File: config.mk
export PLATFORM = sky130hd
export DESIGN_NAME = delay_ctrl
export DESIGN_NICKNAME = d
export VERILOG_FILES = /design/src/rtl/delay_pkg.sv /design/src/rtl/delay_addr_gen.sv /design/src/rtl/delay_ctrl.sv
export SDC_FILE = /design/constraint.sdc
export NUM_CORES = 1
export LEC_CHECK = 0
export CORE_UTILIZATION = 46
export CTS_CLUSTER_SIZE = 28
export DETAILED_ROUTE_END_ITERATION = 8
export GPL_TIMING_DRIVEN = 1
export PLACE_DENSITY_LB_ADDON = 0.08
export SYNTH_ARGS = -nofsm -noshare
export SYNTH_HDL_FRONTEND = slang
export SYNTH_SLANG_ARGS = --single-unit
File: constraint.sdc
create_clock -name CLK -period 2.5 [get_ports CLK]
set_input_delay 0.75 -clock CLK [delete_from_list [all_inputs] [get_ports CLK]]
set_output_delay 0.75 -clock CLK [all_outputs]
set_load 0.02 [all_outputs]
File: src/rtl/delay_pkg.sv
// Shared definitions for the sample delay-line controller: default
// geometry constants and the controller FSM state type.
package delay_pkg;

  localparam int DEF_DATA_WIDTH = 31;
  localparam int DEF_ADDR_WIDTH = 15;
  localparam int DEF_SIZE       = 20000;
  localparam int DEF_READ_LAT   = 2;

  typedef enum logic [1:0] {
    IDLE,
    ISSUE,
    WAIT,
    OUTPUT
  } state_t;

endpackage

File: src/rtl/delay_addr_gen.sv
// Read address generator for the circular delay buffer. The buffer depth
// is not a power of two, so the wrap is done explicitly against SIZE
// instead of relying on modulo-2^ADDR_WIDTH arithmetic.
module delay_addr_gen
  import delay_pkg::*;
#(
  parameter int ADDR_WIDTH = DEF_ADDR_WIDTH,
  parameter int SIZE       = DEF_SIZE
) (
  input  logic [ADDR_WIDTH-1:0] wr_ptr,
  input  logic [ADDR_WIDTH-1:0] d,
  output logic [ADDR_WIDTH-1:0] rd_addr
);

  localparam logic [ADDR_WIDTH-1:0] SIZE_A = ADDR_WIDTH'(SIZE);

  // Step back d samples from the write pointer, wrapping past address 0
  // to the top of the buffer; SIZE-d is formed first so nothing overflows.
  always_comb begin
    if (wr_ptr >= d) rd_addr = wr_ptr - d;
    else             rd_addr = wr_ptr + (SIZE_A - d);
  end

endmodule

File: src/rtl/delay_ctrl.sv
// Delay-line controller: writes each accepted sample into an external
// dual-port memory and reads back the sample written D samples earlier.
// One sample is in flight at a time (IDLE -> ISSUE -> WAIT -> OUTPUT).
module delay_ctrl
  import delay_pkg::*;
#(
  parameter int DATA_WIDTH = DEF_DATA_WIDTH,
  parameter int ADDR_WIDTH = DEF_ADDR_WIDTH,
  parameter int SIZE       = DEF_SIZE,
  parameter int READ_LAT   = DEF_READ_LAT
) (
  input  logic                  CLK,
  input  logic                  RST_N,
  input  logic                  IN_VALID,
  output logic                  IN_READY,
  input  logic [DATA_WIDTH-1:0] IN_DATA,
  input  logic [ADDR_WIDTH-1:0] DELAY,
  output logic                  OUT_VALID,
  output logic [DATA_WIDTH-1:0] OUT_DATA,
  output logic                  OVERRUN,
  input  logic                  OVR_CLR,
  output logic                  MEM_WE,
  output logic [ADDR_WIDTH-1:0] MEM_WADDR,
  output logic [ADDR_WIDTH-1:0] MEM_RADDR,
  output logic [DATA_WIDTH-1:0] MEM_DI,
  input  logic [DATA_WIDTH-1:0] MEM_DO
);

  localparam logic [ADDR_WIDTH-1:0] MAX_D     = ADDR_WIDTH'(SIZE - 1);
  localparam logic [ADDR_WIDTH-1:0] ADDR_ONE  = ADDR_WIDTH'(1);
  localparam int                    CNT_W     = (READ_LAT > 1) ? $clog2(READ_LAT) : 1;
  localparam logic [CNT_W-1:0]      WAIT_INIT = CNT_W'(READ_LAT - 1);
  localparam logic [CNT_W-1:0]      CNT_ONE   = CNT_W'(1);

  state_t                  state;
  logic [ADDR_WIDTH-1:0]   wr_ptr;
  logic [ADDR_WIDTH-1:0]   fill;
  logic [ADDR_WIDTH-1:0]   d_lat;
  logic [ADDR_WIDTH-1:0]   d_eff;
  logic [ADDR_WIDTH-1:0]   rd_addr;
  logic [DATA_WIDTH-1:0]   data_lat;
  logic [CNT_W-1:0]        wait_cnt;

  assign d_eff    = (DELAY > MAX_D) ? MAX_D : DELAY;
  assign IN_READY = (state == IDLE);

  delay_addr_gen #(
    .ADDR_WIDTH (ADDR_WIDTH),
    .SIZE       (SIZE)
  ) u_addr_gen (
    .wr_ptr  (wr_ptr),
    .d       (d_eff),
    .rd_addr (rd_addr)
  );

  // Sample sequencing; memory strobes and OUT_* are registered so they are
  // valid in the state they belong to (set on the edge entering that state).
  always_ff @(posedge CLK or negedge RST_N) begin
    if (!RST_N) begin
      state     <= IDLE;
      wr_ptr    <= '0;
      fill      <= '0;
      d_lat     <= '0;
      data_lat  <= '0;
      wait_cnt  <= '0;
      OUT_VALID <= 1'b0;
      OUT_DATA  <= '0;
      MEM_WE    <= 1'b0;
      MEM_WADDR <= '0;
      MEM_RADDR <= '0;
      MEM_DI    <= '0;
    end else begin
      OUT_VALID <= 1'b0;
      unique case (state)
        IDLE: begin
          if (IN_VALID) begin
            data_lat  <= IN_DATA;
            d_lat     <= d_eff;
            MEM_WE    <= 1'b1;
            MEM_WADDR <= wr_ptr;
            MEM_DI    <= IN_DATA;
            MEM_RADDR <= rd_addr;
            state     <= ISSUE;
          end
        end
        ISSUE: begin
          MEM_WE   <= 1'b0;
          wait_cnt <= WAIT_INIT;
          state    <= WAIT;
        end
        WAIT: begin
          if (wait_cnt == '0) begin
            OUT_VALID <= 1'b1;
            if (d_lat == '0)       OUT_DATA <= data_lat;
            else if (fill < d_lat) OUT_DATA <= '0;
            else                   OUT_DATA <= MEM_DO;
            state <= OUTPUT;
          end else begin
            wait_cnt <= wait_cnt - CNT_ONE;
          end
        end
        OUTPUT: begin
          wr_ptr <= (wr_ptr == MAX_D) ? '0 : wr_ptr + ADDR_ONE;
          if (fill != MAX_D) fill <= fill + ADDR_ONE;
          state <= IDLE;
        end
        default: state <= IDLE;
      endcase
    end
  end

  // Sticky drop flag; a new drop in the same cycle as a clear keeps it set.
  always_ff @(posedge CLK or negedge RST_N) begin
    if (!RST_N)                    OVERRUN <= 1'b0;
    else if (IN_VALID && !IN_READY) OVERRUN <= 1'b1;
    else if (OVR_CLR)              OVERRUN <= 1'b0;
  end

endmodule
==> results.txt <==
- Run status: finished, violations left
* Violations in the final reports: setup timing
- For the worst setup path, the data arrival time is 3.84 ns.
- Worst slew pin tran: 0.577 ns
* Fraction of power consumed by the clock network: approximately 23%
* Clk buf depth: 2
* Antenna cell count: 0
- The first global-routing pass estimated 38500 µm of wire.
- Setup repair after global routing missed its margin: yes
* Number of warnings printed during yosys synthesis: 0
- Layout overhead on the synthesized area: 53.6%
- Async SR Flop Fraction: between 90% and 100%
- Most frequent standard cell in the layout excluding fill and tap cells: clkdlybuf4s50_1
* Type of the most critical hold path: input port to async pin
- Core box area: around 0.017 mm²
* Number of enable flip-flop cells after synthesis: 0
- Once placement completed, the tool counted placed cells totaling roughly 1300.
* Post-synthesis register bit count: between 100 and 150
- Net total in the final layout: roughly 1300
- Sum of negative setup slack: -13.82 ns
* Fillcell total: 1228
- Most used flip-flop cell after synthesis: dfrtp_1
* Final design instance area without fill: about 0.012 mm²
* Layout cells sized above 1: between 20% and 30%
* Portion of total power attributed to sequential cells: approximately a third
* Hold Violations, Final: 0
- In this run the static leakage power is between 5 and 6 nW.
- Initial standard-cell utilization of the core: 47.3%
- FF-to-FF Start: wr_ptr[3]$_DFFE_PN0P_
* Number of remaining DRC errors: 0
- Hold repair after CTS inserted 0 buffers.
* Total GRT Usage: about 28%
- Measured on the finished design, the core utilization comes to between 70% and 80%.
* Internal portion of total power: roughly 7.5 mW
* Vias: 7042
- Of the available clock period, the critical path in the final layout requires 142%.
- The clock tree synthesis step divided the H-tree into 4 levels.
- CTS Buf Count: 17
- Final total power: between 10 and 15 mW
* Number of vias per cell: roughly 5.3
- Total Wirelength: between 20000 and 25000 µm
* Mean cell area of the mapped netlist: 10.0 µm²
- In this run the power density over the cells is 976 mW/mm².
* Capturing element type of the critical path: register
* WHS: 0.304 ns
- Leaving out filler cells and counting taps, the final layout contains ~1300.
- Part of the total power dissipated in combinational logic: 45.6%
- Based on the critical path, the design can be clocked at up to 0.283 GHz.
- Buffers placed on the I/O ports in this run total ~180.
- Required time of the worst setup path: around 2.8 ns
* Setup slack after placement: -1.83 ns
- Total of max-cap violations: 0
- Post-place instance area: about 0.011 mm²
- The critical path is of the input port to register type.
* Startpoint class of the critical path: input port
- In this run the core area contains 47 standard-cell rows.
- Entering global routing, the biggest net connects 57 pins.
- Global routing finished with a remaining overflow of 0.
- Die boundary height: roughly 130 µm
* Post-layout minimum cycle time: roughly 3.5 ns
- Root Buffer: clkbuf_16
- Once routing completed, OpenROAD measured the worst setup slack at -1.04 ns.
* Average wire per cell in the routed design: 17.9 µm
- I/O pin count: between 150 and 200
- Of the total power, the share spent switching nets is a little over a third.
- The multi-input combinational cells in the finished layout cover a total of between 0.004 and 0.005 mm².
- The die covers between 0.015 and 0.02 mm².
* Net switching power: ~4.3 mW
- The number of antenna violations at the first check in global routing is 0.
* Number of library cell types mapped by synthesis: 52
- Setup violations remaining at the end of the flow were counted as 14.
- Sequential-to-total area share from yosys stat: a little under half
- The via count of the first global-routing pass came to around 7300.
- The total count of max-transition violations in the final report is 0.
* Post-route ant nets: 0
- TritonCTS built the clock tree.
- The detailed router finished its first iteration with 300 violations.
- Clock transition at the register clock pins on the worst setup and hold paths after CTS: around 0.060 ns
- Clock skew: 0.00939 ns
- Critical Path Source: DELAY[7]
* Total number of clock tree sinks: approximately 140
- The HPWL after detailed placement is roughly 18000 µm.
- Crit-path max FO: 3
- Number of nets in the synthesized netlist: a little over 900
* Tightest slew margin relative to the limit: 61.5%
* Horizontal extent of the die: between 100 and 150 µm
- Instance count of the mapped netlist: 786
- Register area: about 0.0036 mm²
* Clock latency on the worst-skew pair: roughly 0.42 ns
- The congestion estimate from routability-driven global placement came to roughly 0.93.
- Most frequent cells in the layout: clkdlybuf4s50_1 (165), dfrtp_1 (143), buf_4 (136)
* Router iterations before antenna repair: 5
- Syn Std Cell Area: between 0.007 and 0.008 mm²
- Peak VDD IR: 0.000541 V
## power by group through the flow
stage                     logic, mW  clock network (mW)  registers (mW)
after global routing           5.82                2.85            3.83
after global placement         5.05                   0            3.71
final                          5.40                2.71            3.74
after detailed placement       5.16                   0            3.76
after floorplan                2.00                   0            4.40
after CTS                      5.40                2.75            3.73
## timing repair
action                     4_1_cts  5_1_grt
buffers inserted                18        5
pin swaps                       33       17
gates resized for setup        101        5
setup endpoints to repair       15       14
gates cloned                     2        0
## synthesized netlist by cell type, types with 2 or more instances
library cell | count | area (µm²)
nand4_1 | 13 | 81.3
buf_1 | 4 | 15.0
and4_1 | 2 | 17.5
nor3_1 | 12 | 60.1
nor2b_1 | 6 | 37.5
o21a_1 | 7 | 52.6
a21oi_1 | 23 | 115
ha_1 | 55 | 688
nor4b_1 | 3 | 26.3
and2_1 | 4 | 25.0
o211ai_1 | 3 | 22.5
nand3b_1 | 2 | 15.0
nand2_1 | 68 | 255
mux2_2 | 39 | 439
o22ai_1 | 2 | 12.5
inv_1 | 89 | 334
o31a_1 | 2 | 17.5
xnor2_1 | 32 | 280
nand3_1 | 15 | 75.1
a221oi_1 | 3 | 26.3
mux2i_1 | 7 | 70.1
o31ai_1 | 3 | 22.5
clkbuf_1 | 18 | 67.6
nor4_1 | 5 | 31.3
o21ai_1 | 5 | 25.0
nand2b_1 | 10 | 62.6
xor2_1 | 14 | 123
nor2_1 | 34 | 128
o21ai_0 | 78 | 390
a31oi_1 | 6 | 37.5
a21o_1 | 10 | 75.1
fa_1 | 11 | 220
a22oi_1 | 33 | 248
a211oi_1 | 6 | 45.0
and3_1 | 3 | 18.8
dfrtp_1 | 143 | 3580
## logic make-up (layout without fill, tap and decap cells)
logic type / Yosys count / in the layout / share of synthesized area [%]
adders and majority gates: 66 / 66 / 11.5
xor gates and xnor gates: 46 / 46 / 5.10
DFF: 143 / 143 / 45.3
AOI/OAI and AO/OA: 191 / 191 / 15.2
muxes: 46 / 46 / 6.45
buffers and inverters: 114 / 444 / 5.58
and+or+nand+nor: 180 / 180 / 10.9
## critical path: stages
cell and delay [ns]:
buf_8 0.10, nor4_4 0.30, nor2_2 0.07, nor3_2 0.17
buf_4 0.16, nor2_4 0.05, nor2_2 0.12, ha_2 0.22
inv_2 0.05, fa_1 0.55, nor2b_2 0.06, o31a_1 0.26
o311a_1 0.41, nand2b_4 0.18, xor2_1 0.15, mux2i_1 0.15
o21ai_1 0.09
## path summary, 6_finish.rpt
check	endpoint	slack, ns	cells past startpoint
setup / recovery	MEM_RADDR[10]$_DFFE_PN0P_	-1.04	17
hold / removal	fill[14]$_DFFE_PN0P_	0.30	1
setup reg to reg	MEM_RADDR[5]$_DFFE_PN0P_	-0.20	12
hold reg to reg	MEM_WADDR[1]$_DFFE_PN0P_	0.49	2
max in group asynchronous	d_lat[11]$_DFFE_PN0P_	1.52	2
min in group CLK	MEM_WADDR[1]$_DFFE_PN0P_	0.49	2
## registers in the layout, indices dropped and copies added (netlist names)
signal	flops
data_lat	31
MEM_RADDR	15
OUT_VALID	1
MEM_WE	1
MEM_WADDR	15
wr_ptr	15
state	2
fill	15
OUT_DATA	31
wait_cnt	1
OVERRUN	1
d_lat	15
## layer usage
layer / share of wire (%) / GRT usage [%] / vias up
met1: 43 / 36.8 / 3412
met3: 4.8 / 4.75 / 43
met5: 0 / 0 / -
met4: 2.0 / 7.98 / 0
li1: - / - / 3356
met2: 50 / 47.9 / 231
## final cells by class
class,count,share of cell area (%)
repair buffers,324,24.8
clock buffers,19,3.65
clock inverters,12,1.53
well taps,220,2.27
flip-flops and latches,143,29.5
inverters,89,2.75
multi-input cells,529,35.5
Power figures use the tool's default switching activity.
